===== config.mk =====
export PLATFORM = sky130hd
export DESIGN_NAME = fetch_ibuf_stage
export DESIGN_NICKNAME = d
export VERILOG_FILES = /design/src/rtl/fetch_ibuf_stage.sv
export SDC_FILE = /design/constraint.sdc
export NUM_CORES = 1
export LEC_CHECK = 0
export ABC_AREA = 1
export BUFFER_PORTS_ARGS = -buffer_cell sky130_fd_sc_hd__buf_2
export CAP_MARGIN = 5
export CORE_ASPECT_RATIO = 1.4
export CORE_MARGIN = 5
export CORE_UTILIZATION = 35
export CTS_BUF_LIST = sky130_fd_sc_hd__clkbuf_2 sky130_fd_sc_hd__clkbuf_4 sky130_fd_sc_hd__clkbuf_8
export DETAILED_ROUTE_END_ITERATION = 12
export PLACE_DENSITY = 0.56
export SLEW_MARGIN = 0
export SYNTH_ARGS = -nofsm -noshare
export SYNTH_HDL_FRONTEND = slang
export SYNTH_SLANG_ARGS = --single-unit
export TNS_END_PERCENT = 1

===== constraint.sdc =====
create_clock -name clk -period 14.2 [get_ports clk]
set_clock_uncertainty 0.2 [all_clocks]
set_input_delay 3.55 -clock clk [delete_from_list [all_inputs] [get_ports clk]]
set_output_delay 3.55 -clock clk [all_outputs]
set_load 0.01 [all_outputs]

===== src/rtl/fetch_ibuf_stage.sv =====
// Fetch stage with an in-order pc queue for outstanding instruction reads and a
// small instruction buffer feeding decode; redirects cancel in-flight responses.
module fetch_ibuf_stage #(
  parameter logic [31:0] RESET_PC   = 32'h1c000000,
  parameter int          IBUF_DEPTH = 4
) (
  input  logic        clk,
  input  logic        resetn,
  input  logic        ds_allowin,
  output logic        fs_to_ds_valid,
  output logic [63:0] fs_to_ds_bus,
  input  logic [32:0] br_bus,
  output logic        inst_req,
  output logic [31:0] inst_addr,
  input  logic        inst_addr_ok,
  input  logic        inst_data_ok,
  input  logic [31:0] inst_rdata
);

  localparam int AW = (IBUF_DEPTH > 1) ? $clog2(IBUF_DEPTH) : 1;
  localparam int CW = AW + 1;

  typedef logic [CW-1:0] cnt_t;
  typedef logic [AW-1:0] ptr_t;

  localparam cnt_t          DEPTH_C = cnt_t'(IBUF_DEPTH);
  localparam logic [CW:0]   DEPTH_W = (CW+1)'(IBUF_DEPTH);

  logic        br_taken;
  logic [31:0] br_target;

  logic [31:0] fetch_pc_q, fetch_pc_d;
  cnt_t        live_cnt_q, live_cnt_d;
  cnt_t        cancel_cnt_q, cancel_cnt_d;
  cnt_t        buf_cnt_q, buf_cnt_d;
  ptr_t        buf_wp_q, buf_wp_d;
  ptr_t        buf_rp_q, buf_rp_d;
  ptr_t        pq_wp_q, pq_wp_d;
  ptr_t        pq_rp_q, pq_rp_d;

  logic [31:0] pq_mem_q       [IBUF_DEPTH];
  logic [31:0] buf_pc_mem_q   [IBUF_DEPTH];
  logic [31:0] buf_inst_mem_q [IBUF_DEPTH];

  logic [CW:0] live_buf_sum;
  logic [CW:0] live_cancel_sum;
  logic        req_hs;
  logic        rsp_cancel;
  logic        rsp_keep;
  logic        rsp_drop_live;
  logic        buf_push;
  logic        buf_pop;
  cnt_t        cancel_after;
  cnt_t        live_after;

  assign br_taken  = br_bus[32];
  assign br_target = br_bus[31:0];

  assign live_buf_sum    = {1'b0, live_cnt_q} + {1'b0, buf_cnt_q};
  assign live_cancel_sum = {1'b0, live_cnt_q} + {1'b0, cancel_cnt_q};

  // Reserving a buffer slot for every kept request makes buffer overflow impossible.
  assign inst_req  = resetn && !br_taken &&
                     (live_buf_sum < DEPTH_W) && (live_cancel_sum < DEPTH_W);
  assign inst_addr = fetch_pc_q;
  assign req_hs    = inst_req && inst_addr_ok;

  assign rsp_cancel    = inst_data_ok && (cancel_cnt_q != '0);
  assign rsp_keep      = inst_data_ok && (cancel_cnt_q == '0) && !br_taken;
  assign rsp_drop_live = inst_data_ok && (cancel_cnt_q == '0) && br_taken;

  assign fs_to_ds_valid = resetn && (buf_cnt_q != '0) && !br_taken;
  assign fs_to_ds_bus   = {buf_pc_mem_q[buf_rp_q], buf_inst_mem_q[buf_rp_q]};

  assign buf_push = rsp_keep;
  assign buf_pop  = fs_to_ds_valid && ds_allowin;

  assign cancel_after = cancel_cnt_q - cnt_t'(rsp_cancel);
  assign live_after   = live_cnt_q + cnt_t'(req_hs) - cnt_t'(rsp_keep) - cnt_t'(rsp_drop_live);

  always_comb begin
    fetch_pc_d   = fetch_pc_q;
    live_cnt_d   = live_after;
    cancel_cnt_d = cancel_after;
    buf_cnt_d    = buf_cnt_q + cnt_t'(buf_push) - cnt_t'(buf_pop);
    buf_wp_d     = buf_wp_q + ptr_t'(buf_push);
    buf_rp_d     = buf_rp_q + ptr_t'(buf_pop);
    // The pc queue keeps draining through a redirect: cancelled responses still pop it.
    pq_wp_d      = pq_wp_q + ptr_t'(req_hs);
    pq_rp_d      = pq_rp_q + ptr_t'(inst_data_ok);

    if (br_taken) begin
      fetch_pc_d   = br_target;
      cancel_cnt_d = cancel_after + live_after;
      live_cnt_d   = '0;
      buf_cnt_d    = '0;
      buf_wp_d     = '0;
      buf_rp_d     = '0;
    end else if (req_hs) begin
      fetch_pc_d = fetch_pc_q + 32'd4;
    end
  end

  always_ff @(posedge clk or negedge resetn) begin
    if (!resetn) begin
      fetch_pc_q   <= RESET_PC;
      live_cnt_q   <= '0;
      cancel_cnt_q <= '0;
      buf_cnt_q    <= '0;
      buf_wp_q     <= '0;
      buf_rp_q     <= '0;
      pq_wp_q      <= '0;
      pq_rp_q      <= '0;
    end else begin
      fetch_pc_q   <= fetch_pc_d;
      live_cnt_q   <= live_cnt_d;
      cancel_cnt_q <= cancel_cnt_d;
      buf_cnt_q    <= buf_cnt_d;
      buf_wp_q     <= buf_wp_d;
      buf_rp_q     <= buf_rp_d;
      pq_wp_q      <= pq_wp_d;
      pq_rp_q      <= pq_rp_d;
    end
  end

  // Storage arrays carry no reset; validity is tracked by the pointers and counters.
  always_ff @(posedge clk) begin
    if (req_hs) begin
      pq_mem_q[pq_wp_q] <= fetch_pc_q;
    end
    if (buf_push) begin
      buf_pc_mem_q[buf_wp_q]   <= pq_mem_q[pq_rp_q];
      buf_inst_mem_q[buf_wp_q] <= inst_rdata;
    end
  end

  a_no_overflow: assert property (@(posedge clk) disable iff (!resetn)
    !(buf_push && !buf_pop && (buf_cnt_q == DEPTH_C)))
    else $error("instruction buffer overflow");

  a_no_orphan_rsp: assert property (@(posedge clk) disable iff (!resetn)
    !(inst_data_ok && (live_cancel_sum == '0)))
    else $error("inst_data_ok with no outstanding request");

endmodule


# Word level (Yosys, flattened, before mapping)
# Memory sizes are Yosys's and may differ from the RTL's.
# Cells that the tools add are included.
[word_totals]
inputBits = 70
wordCells = 54
n_memories = 3
output_inout_bits = 98
reg_bits = 49
ramBits = 384
[classes]
n_mux = 11
addsub = 14
reduce_logical = 16
magnitude_cmp = 2
[memory_table]
columns = ["memory", "depth", "word_bits", "read_ports", "rd_ports_with_merged_regs", "write_ports", "line_no", "source"]
rows = [
  ["buf_inst_mem_q", 4, 32, 1, 0, 1, "43", "logic [31:0] buf_inst_mem_q [IBUF_DEPTH];"],
  ["buf_pc_mem_q", 4, 32, 1, 0, 1, "42", "logic [31:0] buf_pc_mem_q [IBUF_DEPTH];"],
  ["pq_mem_q", 4, 32, 1, 0, 1, "41", "logic [31:0] pq_mem_q [IBUF_DEPTH];"],
]
[ops]
columns = ["operator", "count"]
rows = [
  ["2-to-1 mux 32 bit", 2],
  ["adder 32 x 3 -> 32 bit (second input constant)", 1],
  ["subtractor 3 x 1 -> 3 bit", 4],
  ["logical AND 1 bit", 11],
  ["2-to-1 mux 3 bit", 3],
  ["adder 2 x 1 -> 2 bit", 4],
  ["adder 3 x 3 -> 4 bit", 2],
  ["less-than comparator 4 x 3 -> 1 bit (second input constant)", 2],
  ["adder 3 x 1 -> 3 bit", 2],
  ["nonzero test 3 bit", 2],
  ["2-to-1 mux 1 bit", 4],
  ["2-to-1 mux 2 bit", 2],
  ["adder 3 bit", 1],
  ["zero test 3 bit", 1],
  ["nonzero test 2 bit", 1],
  ["zero test 1 bit", 1],
]

# Longest topological paths before layout
# Gate-level depths: netlist of the first run.
[depth]
ltp_word = 10
depth_mapped = 17

# Least setup slack after synthesis of the first run
# Ideal clock, no wire load.
[synth_timing]
path_type = "input to register"
start = "input port inst_data_ok"
end = "memory buf_inst_mem_q[0][0] (enable)"
t_arrival_ps = 8410
path_stages = 4
setup_time_ps = 565
setup_slack_ps = 5025
cell_sequence = "inv_1 -> nor4_1 -> nand2_1 -> nor3_1"
[synth_via]
elab_chain_len = 4
[synth_lines]
columns = ["element", "line_no", "source"]
rows = [
  ["start, declared", "16", "input logic inst_data_ok,"],
  ["logical AND 1 bit (2 in a row)", "69", "assign rsp_keep = inst_data_ok && (cancel_cnt_q == '0) && !br_taken;"],
  ["2-to-1 mux 1 bit", "131", "if (buf_push) begin"],
  ["2-to-1 mux 1 bit (not written as such)", "133", "buf_inst_mem_q[buf_wp_q] <= inst_rdata;"],
  ["end, declared", "43", ""],
]
# No other way between the ends.

# Worst setup path in the final report of the first run
[layout_timing]
start = "input port resetn"
end = "output port inst_req"
[layout_via]
elab_chain_len = 3
[layout_lines]
columns = ["element", "line_no", "source"]
rows = [
  ["start, declared", "8", "input logic resetn,"],
  ["logical AND 1 bit (2 in a row)", "63", "assign inst_req = resetn && !br_taken &&"],
  ["logical AND 1 bit", "64", "(live_buf_sum < DEPTH_W) && (live_cancel_sum < DEPTH_W);"],
  ["end, declared", "13", "output logic inst_req,"],
]
# No other way between the ends.

==> results of run 1 <==
[cell usage after synthesis, drive strengths merged]
cell	number
edfxtp	384
nor2	254
nand2	215
o21ai	197
o22ai	96
nand3	56
inv	52
clkbuf	47
dfrtp	46
buf	25
ha	17
nand3b	11
nor3	10
clkinv	9
xor2	6
xnor2	5
nand4	4
a21oi	3
dfstp	3
fa	3
o21bai	3
and2	1
and3	1
nor4	1
o21a	1
[cells by family after synthesis]
kind of cell | after synthesis | share of synthesized area (%)
compound gates | 300 | 9.27
xor+xnor | 11 | 0.548
fa+ha+maj | 20 | 1.55
buf+inv | 133 | 3.09
flops | 433 | 72.5
simple gates | 553 | 13.0
[power breakdown]
group	switching, mW	internal [mW]
combinational	0.383	0.163
clock	0.483	0.606
sequential	0.0751	1.55
[worst max-delay path, cell delays in order]
cell and delay (ps):
buf_2 80, buf_4 520, inv_1 120, nor2_2 120, nand2_1 90, nor2_4 120, nand2_1 60, inv_1 50
buf_2 120
[metal layers]
| metal | wire length, µm | global-route usage (%) | share of wire (%) |
|---|---|---|---|
| met1 | 18000 | 19.2 | 42 |
| met3 | 1900 | 2.50 | 4.5 |
| met2 | 21700 | 27.1 | 51 |
| met4 | 1130 | 6.04 | 2.7 |
| met5 | 0 | 0 | 0 |
[flip-flops by register name (all words and copies together) (netlist names)]
| name | count |
|---|---|
| buf_cnt_q | 3 |
| buf_inst_mem_q | 128 |
| buf_pc_mem_q | 128 |
| buf_rp_q | 2 |
| buf_wp_q | 2 |
| cancel_cnt_q | 3 |
| inst_addr | 32 |
| live_cnt_q | 3 |
| pq_mem_q | 128 |
| pq_rp_q | 2 |
| pq_wp_q | 2 |
[how the worst max path moves through the flow]
stage	end	slack, ps	cells past startpoint
2_1_floorplan	buf_inst_mem_q[0][0]	5030	4
3_3_place_gp	inst_req	5510	9
3_5_place_dp	inst_req	5530	9
4_1_cts	inst_req	5520	9
5_1_grt	inst_req	5350	9
6_report	inst_req	5570	9
[layout make-up]
| cell class | instances | area [µm²] |
|---|---|---|
| fill | 4700 | 29400 |
| sequential | 433 | 12800 |
| multi-input combinational | 884 | 4330 |
| clock buffer | 88 | 1100 |
| timing repair buffer | 185 | 971 |
| tap | 643 | 805 |
| clock inverter | 34 | 302 |
| inverter | 61 | 230 |
| antenna | 1 | 2.50 |
[stage by stage]
| step | cells | worst slack (ps) |
|---|---|---|
| final | 2329 | 5570 |
| after global routing | 2329 | 5350 |
| after CTS | 2328 | 5520 |
| after detailed placement | 2206 | 5530 |
| after global placement | 2206 | 5510 |
| after floorplan | 1450 | 5030 |
[cells in the final DEF (no fill, tap or decap), types with 2 or more instances in the layout]
cell,instances
dfrtp_1,44
inv_2,5
nor2_1,241
nor3_2,8
clkbuf_8,71
inv_6,4
clkinv_2,10
nand4_1,4
clkinv_1,23
edfxtp_1,384
nand2_1,211
nor2_2,11
nand3b_1,11
bufinv_16,5
dfstp_2,3
buf_2,167
buf_4,18
o22ai_1,96
xor2_1,6
fa_1,3
o21bai_1,3
clkbuf_4,17
o21ai_0,197
nand2_2,4
nand3_1,54
ha_1,17
nor2_4,2
a21oi_1,3
inv_1,46
xnor2_1,5
nor3_1,2
==> flow_metrics.py, run 1 <==
metrics = {
    "synth": {
        "postSynthAreaPerCell_um2": 12.1,
        "synthDistinctLibCells": 33,
        "synth_top_area_share_pct": 65.5,
        "synth_top_area_cell": "edfxtp_1",
        "synth-seq-cells": 433,
        "yosys-top-cells-area": "edfxtp_1 66%, dfrtp_1 6.5%, o21ai_0 5.6%, nor2_1 5.1%, nand2_1 4.5%",
        "seq_area_frac_synth_pct": 72.5,
        "yosysWarnings": 0,
        "postSynthCellCount": 1450,
        "syn_nets": 1540,
        "syn_area_mm2": 0.0176,
    },
    "timing": {
        "finalCritPeriodShare_pct": 60.7,
        "relSlewSlack_pct": 26.0,
        "tightest_slew_ps": 1110,
        "tns_ps": 0,
        "hold_violations": 0,
        "whs_ps": 353,
        "maxSlewViolCount": 0,
        "rsz0062_at_grt": "no",
        "setup_viol": 0,
        "fmax_ghz": 0.116,
        "period_needed_ps": 8630,
    },
    "route": {
        "antenna_left": 0,
        "vias": 11600,
        "wl_per_cell_um": 18.3,
        "vias_per_cell": 4.99,
        "drt_wl_total_mm": 42.7,
        "dr.pass1.iters": 5,
        "drtIter0Drc": 558,
        "route.detailed.drc": 0,
    },
    "place": {
        "place_hpwl_mm": 25.1,
        "routabilityCongestion": 0.812,
        "portBuffers": 167,
        "placed_cell_area_mm2": 0.0191,
    },
    "cells_and_area": {
        "area_growth_pct": 16.6,
        "post-route-util_pct": 41.1,
        "drive_above_1_share_pct": 19.6,
        "fin_area_mm2": 0.0205,
        "fin_nets": 1725,
    },
    "global_routing": {
        "grt_pass1_wl_mm": 66.3,
        "overflow": 0,
        "antenna_found_initial": 1,
        "grt_pass1_vias": 11800,
        "grt_usage_pct": 15.5,
        "grt_max_degree": 85,
    },
    "die": {
        "die_h_um": 275,
        "core_mm2": 0.0499,
        "rows": 97,
        "die_w_um": 199,
        "io-pin-count": 168,
        "die-area_mm2": 0.0549,
        "start_util_pct": 35.3,
    },
    "critical_path": {
        "critPathRequiredTime_ps": 10450,
        "r2r-end": "cancel_cnt_q[2]",
        "cp_max_fo": 50,
        "r2r_slack_ps": 10660,
        "cp-start-kind": "input port",
        "crit_type": "input port to output pin",
        "cp.arrival_ps": 4880,
        "rr_worst_depth": 15,
        "crit_path_end_kind": "output pin",
        "startpoint": "resetn",
        "worstReg2RegStart": "live_cnt_q[2]",
    },
    "clock_network": {
        "clk_path_buf_depth": 3,
        "cts_resized": 0,
        "cts_tree": "built",
        "cts.clk_slew.worst_paths_ps": 60,
        "postCtsSetupBuffers": 0,
        "clk_latency_ps": 630,
        "ctsHoldBuffers": 0,
        "cts_sinks": 433,
        "htreeDepth": 3,
        "cts_made_buffers": 70,
        "cts_root_buf": "clkbuf_8",
    },
    "power_and_ir_drop": {
        "power_leakage_nw": 7.51,
        "ir_drop_v": 0.0000745,
        "powerDensity_mw_per_mm2": 159,
        "p_total_mw": 3.26,
    },
    "hold_path": {
        "hold_path.class": "register to register",
        "min_path_cells": 1,
        "min_from": "pq_wp_q[1]",
        "min_to": "pq_wp_q[1]",
    },
    "outcome": {
        "outcome": "finished clean",
    },
    "flow_run": {
        "maxCapViolCount": 0,
    },
}
No activity file was read; power rests on OpenSTA's default activity.
==> run 2: changes to the inputs <==
==> constraint.sdc (replaced) <==
create_clock -name clk -period 8.4 [get_ports clk]
set_clock_uncertainty 0.2 [all_clocks]
set_input_delay 2.1 -clock clk [delete_from_list [all_inputs] [get_ports clk]]
set_output_delay 2.1 -clock clk [all_outputs]
set_load 0.01 [all_outputs]
==> flow_metrics.py, run 2 (synthesized netlist as in run 1, its figures left out) <==
metrics = {
    "outcome": {
        "outcome": "finished clean",
    },
    "timing": {
        "maxSlewViolCount": 0,
        "relSlewSlack_pct": 29.4,
        "tightest_slew_ps": 1060,
        "tns_ps": 0,
        "finalWorstSetupSlack_ps": 2770,
        "setup_viol": 0,
        "period_needed_ps": 5630,
        "finalCritPeriodShare_pct": 67.0,
        "whs_ps": 377,
        "rsz0062_at_grt": "no",
        "hold_violations": 0,
        "fmax_ghz": 0.178,
    },
    "power_and_ir_drop": {
        "ir_drop_v": 0.000162,
        "powerDensity_mw_per_mm2": 265,
        "power_leakage_nw": 7.50,
        "p_total_mw": 5.44,
    },
    "critical_path": {
        "slowest_delay_ps": 790,
        "r2r_slack_ps": 4910,
        "cp_cell_sequence": "clkinv_2 > buf_4 > o21ai_0 > o22ai_1 > buf_2",
        "cp_max_fo": 86,
        "crit_buf_inv": 3,
        "cp.arrival_ps": 3330,
        "crit_type": "register to output pin",
        "critical_path.slowest_cell": "buf_4",
        "critPathRequiredTime_ps": 6100,
        "r2r-end": "cancel_cnt_q[2]",
        "path_delay_family": "buffers and inverters",
        "cp-start-kind": "register",
        "crit_path_end_kind": "output pin",
        "rr_worst_depth": 13,
        "worstReg2RegStart": "live_cnt_q[2]",
    },
    "place": {
        "place_hpwl_mm": 25.4,
        "routabilityCongestion": 0.828,
        "dp_slack_ps": 2800,
        "portBuffers": 167,
        "dp.cells": 2207,
    },
    "global_routing": {
        "grt_pass1_wl_mm": 65.3,
        "grt_usage_pct": 15.3,
        "antenna_found_initial": 1,
        "overflow": 0,
        "grt_max_degree": 87,
        "grt_pass1_vias": 11500,
    },
    "route": {
        "route.detailed.drc": 0,
        "dr.pass1.iters": 5,
        "antenna_left": 0,
        "drtIter0Drc": 523,
        "vias_per_cell": 4.95,
        "drt_wl_total_mm": 42.4,
        "vias": 11600,
        "wl_per_cell_um": 18.2,
    },
    "clock_network": {
        "htreeDepth": 3,
        "cts.clk_slew.worst_paths_ps": 60,
        "cts_root_buf": "clkbuf_8",
        "cts_made_buffers": 71,
        "cts_sinks": 433,
        "clk_path_buf_depth": 3,
        "ctsHoldBuffers": 0,
        "postCtsSetupBuffers": 0,
        "cts_resized": 0,
        "cts_tree": "built",
        "clk_latency_ps": 610,
    },
    "die": {
        "rows": 97,
        "start_util_pct": 35.3,
        "die_w_um": 199,
        "core_mm2": 0.0499,
        "die-area_mm2": 0.0549,
        "io-pin-count": 168,
        "die_h_um": 275,
    },
    "cells_and_area": {
        "stdcell_count": 2334,
        "area_growth_pct": 16.5,
        "final_cell_mix": "384 x edfxtp_1, 241 x nor2_1, 211 x nand2_1",
        "mostFrequentLayoutCell": "edfxtp_1",
        "area.sequential_mm2": 0.0128,
        "multi_input_area_mm2": 0.00433,
        "fillers": 4739,
        "fin_nets": 1727,
        "reg_top3": "buf_inst_mem_q (128), buf_pc_mem_q (128), pq_mem_q (128)",
        "drive_above_1_share_pct": 20.0,
    },
    "flow_run": {
        "maxCapViolCount": 0,
    },
    "hold_path": {
        "min_path_cells": 1,
        "min_to": "pq_wp_q[1]",
        "hold_path.class": "register to register",
        "min_from": "pq_wp_q[1]",
    },
}
[run 2: cell type report]
cell class,instances,area share [%]
Antenna cell,2,0.0244
Multi-Input combinational cell,884,21.1
Timing Repair Buffer,186,4.78
Clock inverter,24,0.721
Inverter,61,1.12
Clock buffer,101,5.99
Tap cell,643,3.93
Sequential cell,433,62.3
[run 2: worst max-delay path by stage]
stage	startpoint	to	slack (ps)	cells after the start
floorplan	inst_data_ok	buf_inst_mem_q[0][0]	680	4
global placement	br_bus[32]	inst_req	2830	7
detailed placement	br_bus[32]	inst_req	2800	7
CTS	buf_rp_q[0]	fs_to_ds_bus[43]	2630	5
global route	buf_rp_q[0]	fs_to_ds_bus[43]	2460	5
finish	buf_rp_q[0]	fs_to_ds_bus[43]	2770	5
[run 2: metrics by stage]
| step | instance area [µm²] | util [%] |
|---|---|---|
| floorplan | 17600 | - |
| global placement | 19100 | 38.3 |
| CTS | 20500 | 41.1 |
| detailed placement | 19100 | 38.3 |
| finish | 20500 | 41.1 |
| global route | 20500 | 41.1 |
[run 2: per-layer routing]
metal | vias to the layer above | wire length, µm | GRT usage (%)
met5 | - | 0 | 0
met4 | 0 | 827 | 5.15
met3 | 59 | 2220 | 3.19
met2 | 286 | 21700 | 26.7
met1 | 5646 | 17700 | 19.0
li1 | 5566 | - | -
[run 2: power by group]
part	switching, mW	internal (mW)	total, mW
logic	0.642	0.276	0.918
registers	0.128	2.62	2.75
clock network	0.799	0.974	1.77
total	1.57	3.87	5.44
[run 2: worst register-to-register path: cells and delay by family, from the launching register on]
kind / cells / cell delay [ps]
fa+ha+maj: 4 / 1260
flops: 1 / 420
buf+inv: 2 / 580
simple gates: 7 / 940
==> run 3: changes to the inputs <==
--- a/config.mk
+++ b/config.mk
@@ -13,7 +13,7 @@
 export CORE_UTILIZATION = 35
 export CTS_BUF_LIST = sky130_fd_sc_hd__clkbuf_2 sky130_fd_sc_hd__clkbuf_4 sky130_fd_sc_hd__clkbuf_8
 export DETAILED_ROUTE_END_ITERATION = 12
-export PLACE_DENSITY = 0.56
+export PLACE_DENSITY = 0.58
 export SLEW_MARGIN = 0
 export SYNTH_ARGS = -nofsm -noshare
 export SYNTH_HDL_FRONTEND = slang
==> constraint.sdc (replaced) <==
create_clock -name clk -period 4.5 [get_ports clk]
set_clock_uncertainty 0.2 [all_clocks]
set_input_delay 1.125 -clock clk [delete_from_list [all_inputs] [get_ports clk]]
set_output_delay 1.125 -clock clk [all_outputs]
set_load 0.01 [all_outputs]
==> flow_metrics.py, run 3 (synthesized netlist as in run 1, its figures left out) <==
metrics = {
    "outcome": {
        "outcome": "finished clean",
    },
    "cells_and_area": {
        "area_growth_pct": 17.1,
        "reg_top3": "buf_inst_mem_q (128), buf_pc_mem_q (128), pq_mem_q (128)",
        "mostFrequentLayoutCell": "edfxtp_1",
        "fin_area_mm2": 0.0206,
        "stdcell_count": 2335,
        "final_cell_mix": "384 x edfxtp_1, 241 x nor2_1, 211 x nand2_1",
        "fin_nets": 1730,
        "drive_above_1_share_pct": 20.1,
    },
    "route": {
        "drt_wl_total_mm": 42.3,
        "vias": 11500,
        "vias_per_cell": 4.90,
        "route.detailed.drc": 0,
        "drtIter0Drc": 501,
        "wl_per_cell_um": 18.1,
        "dr.pass1.iters": 4,
        "antenna_left": 0,
    },
    "global_routing": {
        "grt_usage_pct": 15.2,
        "grt_util_met2_pct": 26.6,
        "overflow": 0,
        "antenna_found_initial": 2,
        "grt_pass1_wl_mm": 64.7,
        "grt_use_met1_pct": 18.6,
        "top_usage_layer": "met2",
        "grt_max_degree": 67,
        "met3_usage_pct": 2.63,
        "grt_pass1_vias": 11500,
    },
    "critical_path": {
        "r2r_slack_ps": 1440,
        "rr_worst_depth": 14,
        "endpoint": "fs_to_ds_bus[39]",
        "cp_max_fo": 60,
        "critPathRequiredTime_ps": 3170,
        "r2r-end": "cancel_cnt_q[2]",
        "worstReg2RegStart": "cancel_cnt_q[0]",
        "cp.arrival_ps": 2470,
        "startpoint": "buf_rp_q[0]",
        "cp-start-kind": "register",
        "crit_type": "register to output pin",
        "crit_path_end_kind": "output pin",
    },
    "power_and_ir_drop": {
        "p_int_mw": 7.20,
        "clkPwrFrac_pct": 32.5,
        "p_comb_share_pct": 16.7,
        "power_switching_mw": 2.94,
        "powerDensity_mw_per_mm2": 492,
        "switching_share_pct": 29.0,
        "pwr-share-seq_pct": 50.9,
        "ir_drop_v": 0.000216,
        "power_leakage_nw": 7.53,
    },
    "timing": {
        "period_needed_ps": 3790,
        "finalWorstSetupSlack_ps": 710,
        "tns_ps": 0,
        "relSlewSlack_pct": 31.6,
        "hold_violations": 0,
        "fmax_ghz": 0.264,
        "maxSlewViolCount": 0,
        "setup_viol": 0,
        "whs_ps": 364,
        "rsz0062_at_grt": "no",
        "tightest_slew_ps": 1030,
        "finalCritPeriodShare_pct": 84.2,
    },
    "place": {
        "place_hpwl_mm": 25.9,
        "routabilityCongestion": 0.843,
        "portBuffers": 167,
        "dp.cells": 2212,
        "placed_cell_area_mm2": 0.0192,
        "dp_slack_ps": 686,
    },
    "clock_network": {
        "ctsHoldBuffers": 0,
        "cts_made_buffers": 69,
        "cts_sinks": 433,
        "postCtsSetupBuffers": 0,
        "cts_tree": "built",
        "cts_root_buf": "clkbuf_8",
        "htreeDepth": 3,
        "cts_resized": 0,
        "clk_path_buf_depth": 3,
        "cts.clk_slew.worst_paths_ps": 60,
        "clk_latency_ps": 610,
    },
    "die": {
        "die_h_um": 275,
        "die-area_mm2": 0.0549,
        "rows": 97,
        "io-pin-count": 168,
        "start_util_pct": 35.3,
        "core_mm2": 0.0499,
        "die_w_um": 199,
    },
    "hold_path": {
        "hold_path.class": "register to register",
    },
    "flow_run": {
        "maxCapViolCount": 0,
    },
}
==> run 3: layout make-up <==
class	count	area, µm²
fillers	4716	29300
flip-flops and latches	433	12800
multi-input cells	884	4350
clock buffers	92	1150
repair buffers	191	1090
well taps	643	805
inverters	61	230
clock inverters	29	204
diodes	2	5.00
==> run 3: how the worst min path moves through the flow <==
| stage | startpoint | to | slack (ps) | cells past startpoint |
|---|---|---|---|---|
| floorplan | pq_rp_q[0] | pq_rp_q[0] | 280 | 1 |
| global placement | pq_wp_q[1] | pq_wp_q[1] | 330 | 1 |
| detailed placement | pq_wp_q[1] | pq_wp_q[1] | 350 | 1 |
| CTS | pq_wp_q[1] | pq_wp_q[1] | 360 | 1 |
| global route | inst_addr[1] | pq_mem_q[0][1] | 380 | 0 |
| finish | pq_wp_q[1] | pq_wp_q[1] | 360 | 1 |
==> run 3: power by group through the flow <==
| stage | registers, mW | clock network [mW] | logic [mW] |
|---|---|---|---|
| floorplan | 5.14 | 0 | 1.12 |
| global placement | 5.24 | 0 | 1.68 |
| detailed placement | 5.25 | 0 | 1.72 |
| CTS | 5.16 | 3.42 | 1.73 |
| global route | 5.20 | 3.59 | 1.92 |
| finish | 5.16 | 3.29 | 1.69 |
==> run 3: per-layer routing <==
metal	vias up	routed length, µm
li1	5558	-
met1	5523	17400
met2	307	21400
met3	62	2220
met4	0	1260
met5	-	0
==> run 3: critical path, cell delays in order, from the launching register on <==
cell	delay, ps
dfrtp_4	630
buf_4	580
o21ai_0	190
o22ai_1	240
buf_2	170
==> run 3: through the flow <==
stage               power (mW)  util (%)
finish                    10.1      41.3
global route              10.7      41.3
CTS                       10.3      41.3
detailed placement        6.97      38.6
global placement          6.91      38.6
floorplan                 6.26         -
